File: config.mk
export PLATFORM = sky130hd
export DESIGN_NAME = alu
export DESIGN_NICKNAME = d
export VERILOG_FILES = /design/src/rtl/alu_codes_pkg.sv /design/src/rtl/alu_addsub.sv /design/src/rtl/alu.sv
export SDC_FILE = /design/constraint.sdc
export NUM_CORES = 1
export LEC_CHECK = 0
export ABC_AREA = 1
export CAP_MARGIN = 20
export CORE_ASPECT_RATIO = 1.75
export CORE_MARGIN = 10
export CORE_UTILIZATION = 35
export CTS_CLUSTER_DIAMETER = 150
export DETAILED_ROUTE_END_ITERATION = 8
export PLACE_DENSITY = 0.7
export SYNTH_ARGS = -nofsm -noshare
export SYNTH_HDL_FRONTEND = slang
export SYNTH_SLANG_ARGS = --single-unit
File: constraint.sdc
create_clock -name clk -period 2.1 [get_ports clk]
set_input_delay 0.315 -clock clk [delete_from_list [all_inputs] [get_ports clk]]
set_output_delay 0.315 -clock clk [all_outputs]
set_load 0.01 [all_outputs]
File: src/rtl/alu_codes_pkg.sv
// Operation encoding for the pico-MIPS ALU, shared with the decoder/control unit.
// Also holds small helpers used by the ALU datapath.
package alu_codes_pkg;

    typedef enum logic [2:0] {
        RA   = 3'd0,
        RB   = 3'd1,
        RADD = 3'd2,
        RSUB = 3'd3,
        RAND = 3'd4,
        ROR  = 3'd5,
        RXOR = 3'd6,
        RNOR = 3'd7
    } alu_func_t;

    // Only the adder ops produce meaningful carry/overflow flags.
    function automatic logic is_arith(input alu_func_t f);
        return (f == RADD) || (f == RSUB);
    endfunction

endpackage

File: src/rtl/alu_addsub.sv
// Shared adder for RADD/RSUB: subtraction is a + ~b + 1 through the same carry chain.
// cout is the raw carry-out; for subtraction it is the inverse of borrow.
module alu_addsub #(
    parameter int N = 8
) (
    input  logic [N-1:0] a,
    input  logic [N-1:0] b,
    input  logic         sub,
    output logic [N-1:0] sum,
    output logic         cout,
    output logic         ovf
);

    logic [N-1:0] b_eff;

    assign b_eff = sub ? ~b : b;
    assign {cout, sum} = {1'b0, a} + {1'b0, b_eff} + {{N{1'b0}}, sub};
    // Signed overflow: both adder inputs share a sign that the sum does not.
    assign ovf = (a[N-1] == b_eff[N-1]) && (sum[N-1] != a[N-1]);

endmodule

File: src/rtl/alu.sv
// N-bit registered ALU for the pico-MIPS datapath; one-cycle latency, new op every cycle.
// Define ALU_FLAGS_EN to add registered carry/borrow (CF) and signed-overflow (VF) outputs.
module alu
    import alu_codes_pkg::*;
#(
    parameter int N = 8
) (
    input  logic         clk,
    input  logic         reset,
    input  logic [N-1:0] a,
    input  logic [N-1:0] b,
    input  logic [2:0]   func,
    output logic [N-1:0] result,
    output logic         ZF
`ifdef ALU_FLAGS_EN
    ,
    output logic         CF,
    output logic         VF
`endif
);

    alu_func_t    op;
    logic         sub;
    logic [N-1:0] sum;
    logic         cout;
    logic         ovf;
    logic [N-1:0] result_nxt;

    assign op  = alu_func_t'(func);
    assign sub = (op == RSUB);

    alu_addsub #(.N(N)) u_addsub (
        .a    (a),
        .b    (b),
        .sub  (sub),
        .sum  (sum),
        .cout (cout),
        .ovf  (ovf)
    );

    always_comb begin
        result_nxt = '0;
        case (op)
            RA:   result_nxt = a;
            RB:   result_nxt = b;
            RADD: result_nxt = sum;
            RSUB: result_nxt = sum;
            RAND: result_nxt = a & b;
            ROR:  result_nxt = a | b;
            RXOR: result_nxt = a ^ b;
            RNOR: result_nxt = ~(a | b);
        endcase
    end

    // ZF comes from the same next-state value so it can never disagree with result.
    always_ff @(posedge clk) begin
        if (reset) begin
            result <= '0;
            ZF     <= 1'b1;
        end else begin
            result <= result_nxt;
            ZF     <= (result_nxt == '0);
        end
    end

`ifdef ALU_FLAGS_EN
    logic cf_nxt;
    logic vf_nxt;

    always_comb begin
        cf_nxt = 1'b0;
        vf_nxt = 1'b0;
        if (is_arith(op)) begin
            // For subtraction the adder's carry-out means "no borrow".
            cf_nxt = sub ? ~cout : cout;
            vf_nxt = ovf;
        end
    end

    always_ff @(posedge clk) begin
        if (reset) begin
            CF <= 1'b0;
            VF <= 1'b0;
        end else begin
            CF <= cf_nxt;
            VF <= vf_nxt;
        end
    end
`else
    logic unused_flags;
    assign unused_flags = cout ^ ovf;
`endif

endmodule

Yosys cells after proc, flatten, opt, wreduce, memory -nomap -nowiden

Index checks and enable logic that the tools add are counted.

Register bits: 9
Output and inout bits: 9
Logic and storage cells: 21

Add/sub/neg operators: 2
Bitwise gates (word level): 5
Eq/ne operators: 7
Reductions and logical operators: 3
Multiplexer cells: 2

Operators by type and width:

| operator           | number |
|---|---|
| $pmux 8 s7         | 1 |
| $not 8->8          | 2 |
| $eq 3x3->1 const B | 4 |
| $add 8x1->8        | 1 |
| $add 8x8->8        | 1 |
| $and 8x8->8        | 1 |
| $logic_not 8->1    | 1 |
| $mux 8             | 1 |
| $or 8x8->8         | 1 |
| $xor 8x8->8        | 1 |
| $eq 3x2->1 const B | 2 |
| $eq 3x1->1 const B | 1 |
| $logic_not 3->1    | 1 |
| $reduce_or 2->1    | 1 |

Logic depth before layout (Yosys ltp)

Gate-level depths: netlist (run 1).

Word-level depth: 6
Depth in mapped cells: 17
Mapped depth without buffers: 16

By module

From an unflattened synthesis (run 1), not the netlist that was laid out.

Cells, all modules: 258
Area, all modules: 1706.6 µm²

Modules (own cells, without submodules):

| module     | instances | cells an instance | area an instance (µm²) | seq. area each (µm²) |
|---|---|---|---|---|
| alu        | 1         | 188               | 1193.6                 | 180.2 |
| alu_addsub | 1         | 70                | 513.0                  | 0.0 |

Worst setup path after synthesis (run 1)

OpenSTA, ideal clock, no wires.

Path type: input port to flip-flop
From: input port func[0]
To: register ZF
Setup slack: 37 ps
Stages on the path: 15
Setup time: 58 ps
Data arrival time: 2005 ps
Required time: 2042 ps
Cells stage by stage: buf_4 nand3_4 xor2_1 fa_1 inv_1 nand2_1 nand3_1 nand3_1 o21ai_1 nand3_1 nor2_1 nand2_1 nor2_1 nand2_1 nand2_1

Longest elaborated chain between the ends: 6
Elaborated cells between the ends (all ways): 14
Classes of those cells: add/sub (2); eq/ne (7); mux (2); reduce/logical (3)

Ends and longest elaborated chain:

| item                 | line                 | source |
|---|---|---|
| start, declared      | alu.sv:12            | `input logic [2:0] func,` |
| $eq 3x2->1           | alu.sv:30, alu.sv:43 |  |
| $mux 8               | alu_addsub.sv:16     | `assign b_eff = sub ? ~b : b;` |
| $add 8x8->8          | alu_addsub.sv:17     | `assign {cout, sum} = {1'b0, a} + {1'b0, b_eff} + {{N{1'b0}}, sub};` |
| $add 8x1->8          | alu_addsub.sv:17     |  |
| $pmux 8 s7 (*)       | alu.sv:43            | `case (op)` |
| $logic_not 8->1 (*)  | alu.sv:62            | `ZF <= (result_nxt == '0);` |
| end signal, assigned | alu.sv:62            |  |
| end, declared        | alu.sv:14            | `output logic ZF` |

Mark *: on every way between the ends. The rest lies on a longest branch, timed or not.
A chain may end at the register's enable or synchronous reset.

Final worst setup path (run 1)

From: input port a[1]
To: register ZF

Longest elaborated chain between the ends: 4
Elaborated cells between the ends (all ways): 8
Classes of those cells: add/sub (2); mux (1); bitwise (4); reduce/logical (1)

Ends and longest elaborated chain:

| item                                      | line                                   | source |
|---|---|---|
| start, declared                           | alu.sv:10                              | `input logic [N-1:0] a,` |
| $add 8x8->8 or $or 8x8->8 (tied branches) | alu_addsub.sv:17, alu.sv:49, alu.sv:51 |  |
| $add 8x1->8 or $not 8->8 (tied branches)  | alu_addsub.sv:17, alu.sv:51            |  |
| $pmux 8 s7 (*)                            | alu.sv:43                              |  |
| $logic_not 8->1 (*)                       | alu.sv:62                              |  |

Marked as above.

==> results of run 1 <==
## metrics by stage
stage	utilization [%]	instance area, µm²
global placement	49.9	2090
detailed placement	49.9	2090
floorplan	-	1530
CTS	52.6	2200
finish	54.4	2280
global route	54.4	2280
## layout make-up
class                           count  share of cell area, %
Sequential cell                     9                   7.91
Timing Repair Buffer               69                   26.2
Inverter                           42                   7.14
Tap cell                           49                   2.69
Clock buffer                        4                   1.98
Multi-Input combinational cell    183                   54.1
## state kept, by name (all words and copies together) (netlist names)
register	count
result	8
ZF	1
## repair_timing
action | 4_1_cts | 5_1_grt
setup endpoints to repair | 8 | 6
pin swaps | 14 | 16
hold endpoints to repair | 0 | 0
gates resized for setup | 36 | 13
buffers inserted | 4 | 3
## placed cells by master (no fill, tap or decap), types with 4 or more instances in the layout
master           count
nor2_1              23
inv_1               32
nand2_2              8
nand2_1             59
nand4_1             14
dlygate4sd2_1        6
dfxtp_1              9
nand3_1             16
ha_1                20
xor2_1               4
clkdlybuf4s50_1     19
buf_4               37
inv_2                8
o21ai_0              6
## per-layer routing
metal,vias to the layer above,part of all wire [%]
met5,-,0
met4,0,3.9
met3,16,4.2
met2,50,53
met1,779,39
li1,901,-
## logic make-up after synthesis
| family | after synthesis | synth area share, % |
|---|---|---|
| simple gates | 131 | 41.5 |
| buf+inv | 49 | 14.6 |
| compound gates | 21 | 8.18 |
| flops | 9 | 11.8 |
| xor+xnor | 8 | 4.58 |
| fa+ha+maj | 23 | 19.3 |
## how the worst min path moves through the flow
| stage | from | end | depth (start not counted) |
|---|---|---|---|
| finish | reset | result[6]$_SDFF_PP0_ | 2 |
| global route | reset | result[5]$_SDFF_PP0_ | 2 |
| floorplan | a[3] | result[3]$_SDFF_PP0_ | 4 |
| global placement | reset | result[4]$_SDFF_PP0_ | 2 |
| detailed placement | result[0]$_SDFF_PP0_ | result[0] | 1 |
| CTS | a[0] | result[0]$_SDFF_PP0_ | 7 |
## power groups by stage
| stage | Clock, µW | Combinational (µW) | Sequential [µW] |
|---|---|---|---|
| after global placement | 0 | 458 | 195 |
| after global routing | 202 | 569 | 194 |
| final | 195 | 511 | 192 |
| after CTS | 201 | 490 | 193 |
| after detailed placement | 0 | 465 | 196 |
| after floorplan | 0 | 250 | 205 |
==> metrics.md, run 1 <==
| Metric | Value |
|---|---|
| Startpoint Class | input port |
| Post-Place Setup Slack | -0.584 ns |
| Setup tns final | 0 ns |
| Peak fanout along the critical path | 4 |
| Post-route insts no fill | 356 |
| Post-CTS Hold Fix Bufs | 0 |
| Routed vias/inst | 4.90 |
| Post-synth EDFFs | 0 |
| P_int | 573 µW |
| Layout overhead on the synthesized area | 48.9% |
| Global route overflow | 0 |
| Die X | 70.0 µm |
| Gr usage total | 11.2% |
| Clock Tree Root | clkbuf_8 |
| Max-slew violation total from the final report | 0 |
| TritonCTS Buffers | 3 |
| Max Fclk | 497 MHz |
| Worst path required time | roughly 2.3 ns |
| Top FF cell, synth | dfxtp_1 |
| Initial antenna violation count | 0 |
| Setup WS post-layout | 0.0879 ns |
| Post-DP HPWL | 3710 µm |
| Worst hold path type | in2reg |
| Filler Cell Count | 419 |
| Peak supply drop | 0.339 mV |
| Pwr per Cell Area | 394 nW/µm² |
| Starting DRT DRC Count | 53 |
| Synth top area cells | ha_1 (18%), nand2_1 (16%), dfxtp_1 (12%) |
| DRC viols | 0 |
| LEAKAGE | 0.00119 µW |
| Mapped Cells | 241 |
| Ys async rst share | 0% |
| Yosys reg bits | 9 |
| Most frequent cell after synthesis | nand2_1 |
| Core area | 4190 µm² |
| WP buf/inv | 2 |
| Die H | 107 µm |
| Yosys warns | 0 |
| Wire per inst | 12.2 µm |
| Sw frac | 36.2% |
| Worst slew pin tran | 0.296 ns |
| Cell type with the largest total area after synthesis | ha_1 |
| CTS Sinks | 9 |
| Sequential area share after synthesis | 11.8% |
| Critical Path End Type | flip-flop |
| Net Sw Power | 326 µW |
| M2 GR Usage | 21.7% |
| Final min period | 2.01 ns |
| DIE AREA | 7520 µm² |
| Routed Wire Length | 4350 µm |
| H-Tree Depth | 1 |
| Footprint of the multi-input gates | 1230 µm² |
| Critical path depth | 13 |
| Status | completed |
| Top Ports | 30 |
| Placed Cells incl. Taps | 346 |
| Max incr delay on CP | 0.52 ns |
| Critical Path, Cell by Cell | clkdlybuf4s50_1 -> fa_2 -> inv_1 -> nand2_1 -> nand3_1 -> nand3_1 -> o21ai_2 -> nand3_1 -> nor2_1 -> nand2_1 -> nor2_1 -> nand2_1 -> nand2_1 |
| Number of distinct library cells after synthesis | 30 |
| Critical Path AT | about 2.2 ns |
| Nets | between 300 and 400 |
| Vias in the first global route | ~1,700 |
| Min Hold Slack | between 0.8 and 0.9 ns |
| Routed Antenna Nets | 0 |
| Seq. cell area | 180 µm² |
| Mean Syn Cell Area | 6.35 µm² |
| First-pass GRT wire length | roughly 7400 µm |
| Sequential share of power | roughly a fifth |
| Mapped Nets | ~290 |
| Met1 usage | between 10% and 20% |
| Synthesized area | 1530 µm² |
| Initial Util | 36.5% |
| Max Cap Viol | 0 |
| Yosys top cell area share | 18.0% |
| Largest net degree at the start of global routing | 17 |
| Clk pwr share | 21.7% |
| Top delay family on crit path | simple AND/OR/NAND/NOR gates |
| Crit path max-delay cell type | clkdlybuf4s50_1 |
| RSZ-0062 raised after global routing | yes |
| Crit path launch | a[1] |
| Fin crit share | 95.8% |
| Share of layout cells above drive strength 1 | 27.4% |
| Final Setup Violations | 0 |
| Busiest grt layer | met2 |
| Rel. slew slack | about four fifths |
| Gate power share | 56.9% |
| Via count | 1,746 |
| Core Rows | 31 |
| CP most frequent cell | nand2_1 |
| PortBufs | 29 |
| Post-synth top cells | nand2_1 (65), inv_1 (37), nor2_1 (23) |
| Worst-case clock buffer depth | 2 |
| CP Class | in2reg |
| TritonRoute pass-1 iters | 4 |
| Number of diodes | 0 |
| CTS tree | done |
| Setup crit end | ZF$_SDFF_PP1_ |
| CTS clk-pin slew, worst paths | 0.04 ns |
| Total chip power | 899 µW |
| Routability-driven placement congestion ratio | 0.917 |
| GR Util met3 | 1.85% |
| Hold Vio Cnt, Final | 0 |
No activity file was read; power rests on OpenSTA's default activity.
==> run 2: changes to the inputs <==
Settings changed: MAX_ROUTING_LAYER from default to met4.
==> run 2 against run 1 <==
Effect of this change:
- sequential share of layout area unchanged
- sequential power about the same
- critical path type unchanged
- critical path depth is the same
- global-route usage increased by 0.31 points
- largest power group unchanged
- clock power hardly changed
- combinational power hardly changed
- routed wire length grew 0.21%
- first-iteration DRC count up 5.7%
- die area unchanged
- clock-buffer cell count is the same
==> metrics.md, run 2 (synthesized netlist as in run 1, its figures left out) <==
| Metric | Value |
|---|---|
| LEAKAGE | 0.00119 µW |
| Total chip power | 899 µW |
| Starting DRT DRC Count | between 50 and 60 |
| Core area | 4190 µm² |
| Routed Wire Length | around 4400 µm |
| Via count | 1,755 |
| Initial Util | 36.5% |
| Footprint of the multi-input gates | 1230 µm² |
| Most common cell after layout, fill and taps aside | nand2_1 |
| Max FFs per register | 8 |
| First-pass GRT wire length | approximately 7400 µm |
| Gate power share | 56.9% |
| Clock Tree Root | clkbuf_8 |
| Routability-driven placement congestion ratio | 0.933 |
| Filler Cell Count | 419 |
| Layout overhead on the synthesized area | 48.9% |
| Pwr per Cell Area | roughly 400 nW/µm² |
| Post-route insts no fill | 356 |
| Fin crit share | 95.6% |
| Peak supply drop | 0.339 mV |
| CTS Sinks | 9 |
| Rel. slew slack | 80.2% |
| Die X | 70.0 µm |
| Global route overflow | 0 |
| TritonCTS Buffers | 3 |
| Seq. cell area | ~180 µm² |
| Gr usage total | 11.5% |
| Wire per inst | 12.2 µm |
| DRC viols | 0 |
| Critical Path End Type | flip-flop |
| Vias in the first global route | 1,740 |
| Number of diodes | 0 |
| Final min period | between 2 and 2.5 ns |
| TritonRoute pass-1 iters | 4 |
| Share of layout cells above drive strength 1 | a little over a quarter |
| Top Ports | 30 |
| Die H | 107 µm |
| Nets | 352 |
| Clk pwr share | a little over a fifth |
| Core Rows | 31 |
| Largest net degree at the start of global routing | 17 |
| P_int | roughly 570 µW |
| Peak fanout along the critical path | 4 |
| Worst slew pin tran | ~0.3 ns |
| Sw frac | 36.3% |
| Sequential share of power | about a fifth |
| Crit path launch | a[1] |
| Area after DPL | 2090 µm² |
| Hold Vio Cnt, Final | 0 |
| Placed Cells incl. Taps | 346 |
| Most frequent cells in the layout | nand2_1 (59), buf_4 (37), inv_1 (32) |
| CTS clk-pin slew, worst paths | 0.04 ns |
| Routed Antenna Nets | 0 |
| Setup crit end | ZF$_SDFF_PP1_ |
| Top reg by flops | result |
| Worst hold path type | in2reg |
| Max Cap Viol | 0 |
| Net Sw Power | 326 µW |
| Top flop regs | result x8, ZF x1 |
| Min Hold Slack | 0.820 ns |
| Status | completed |
| RSZ-0062 raised after global routing | yes |
| Routed vias/inst | 4.93 |
| Worst path required time | about 2.3 ns |
| Worst-case clock buffer depth | 2 |
| Post-CTS Hold Fix Bufs | 0 |
| DIE AREA | 7520 µm² |
| Startpoint Class | input port |
| Post-route cell area | 2280 µm² |
| CP Class | in2reg |
| Post-DP HPWL | between 3000 and 4000 µm |
| Max Fclk | 498 MHz |
| Initial antenna violation count | 0 |
| CTS tree | done |
| PortBufs | 29 |
| Max-slew violation total from the final report | 0 |
| Critical Path AT | approximately 2.2 ns |
| H-Tree Depth | 1 |
| Post-layout util | 54.4% |
| Final Setup Violations | 0 |
-- run 2: per-layer routing --
layer	track usage (%)	part of all wire, %	routed length, µm	vias up
met5	-	0	0	-
met4	6.80	3.9	172	0
met3	1.66	4.0	175	17
met2	21.7	53	2320	53
met1	10.7	39	1690	783
li1	-	-	-	902
-- run 2: cell type report --
cell class              instances  area share [%]
well taps                      49            2.69
inverters                      42            7.14
clock buffers                   4            1.98
repair buffers                 69            26.2
flip-flops and latches          9            7.91
multi-input cells             183            54.1
-- run 2: repair_timing --
item                                   in CTS  in global routing
endpoints found under the hold margin       0                  0
buffers inserted                            4                  3
gates cloned                                0                  0
gates resized for setup                    36                 13
setup endpoints to repair                   8                  6
pin swaps                                  14                 16
-- run 2: worst min-delay path by stage --
stage / from / endpoint / cells after the start
detailed placement: result[0]$_SDFF_PP0_ / result[0] / 1
floorplan: a[3] / result[3]$_SDFF_PP0_ / 4
global placement: reset / result[4]$_SDFF_PP0_ / 2
finish: reset / result[6]$_SDFF_PP0_ / 2
CTS: a[0] / result[0]$_SDFF_PP0_ / 7
global route: reset / result[5]$_SDFF_PP0_ / 2
-- run 2: power groups by stage --
stage	registers (µW)	clock network (µW)	logic (µW)
6_report	192	195	512
5_1_grt	194	202	570
4_1_cts	193	201	490
3_5_place_dp	196	0	465
3_3_place_gp	195	0	458
2_1_floorplan	205	0	250
-- run 2: critical path: stages --
cell and delay (ns):
clkdlybuf4s50_1 0.53, fa_2 0.47, inv_1 0.07, nand2_1 0.04, nand3_1 0.07, nand3_1 0.08
o21ai_2 0.17, nand3_1 0.11, nor2_1 0.09, nand2_1 0.07, nor2_1 0.08, nand2_1 0.05
nand2_1 0.05
-- run 2: through the flow --
stage	setup TNS (ns)	setup WS, ns
after detailed placement	-3.27	-0.584
after floorplan	0	0.0369
after global placement	-3.02	-0.571
final	0	0.0919
after global routing	-0.243	-0.163
after CTS	0	0.00189
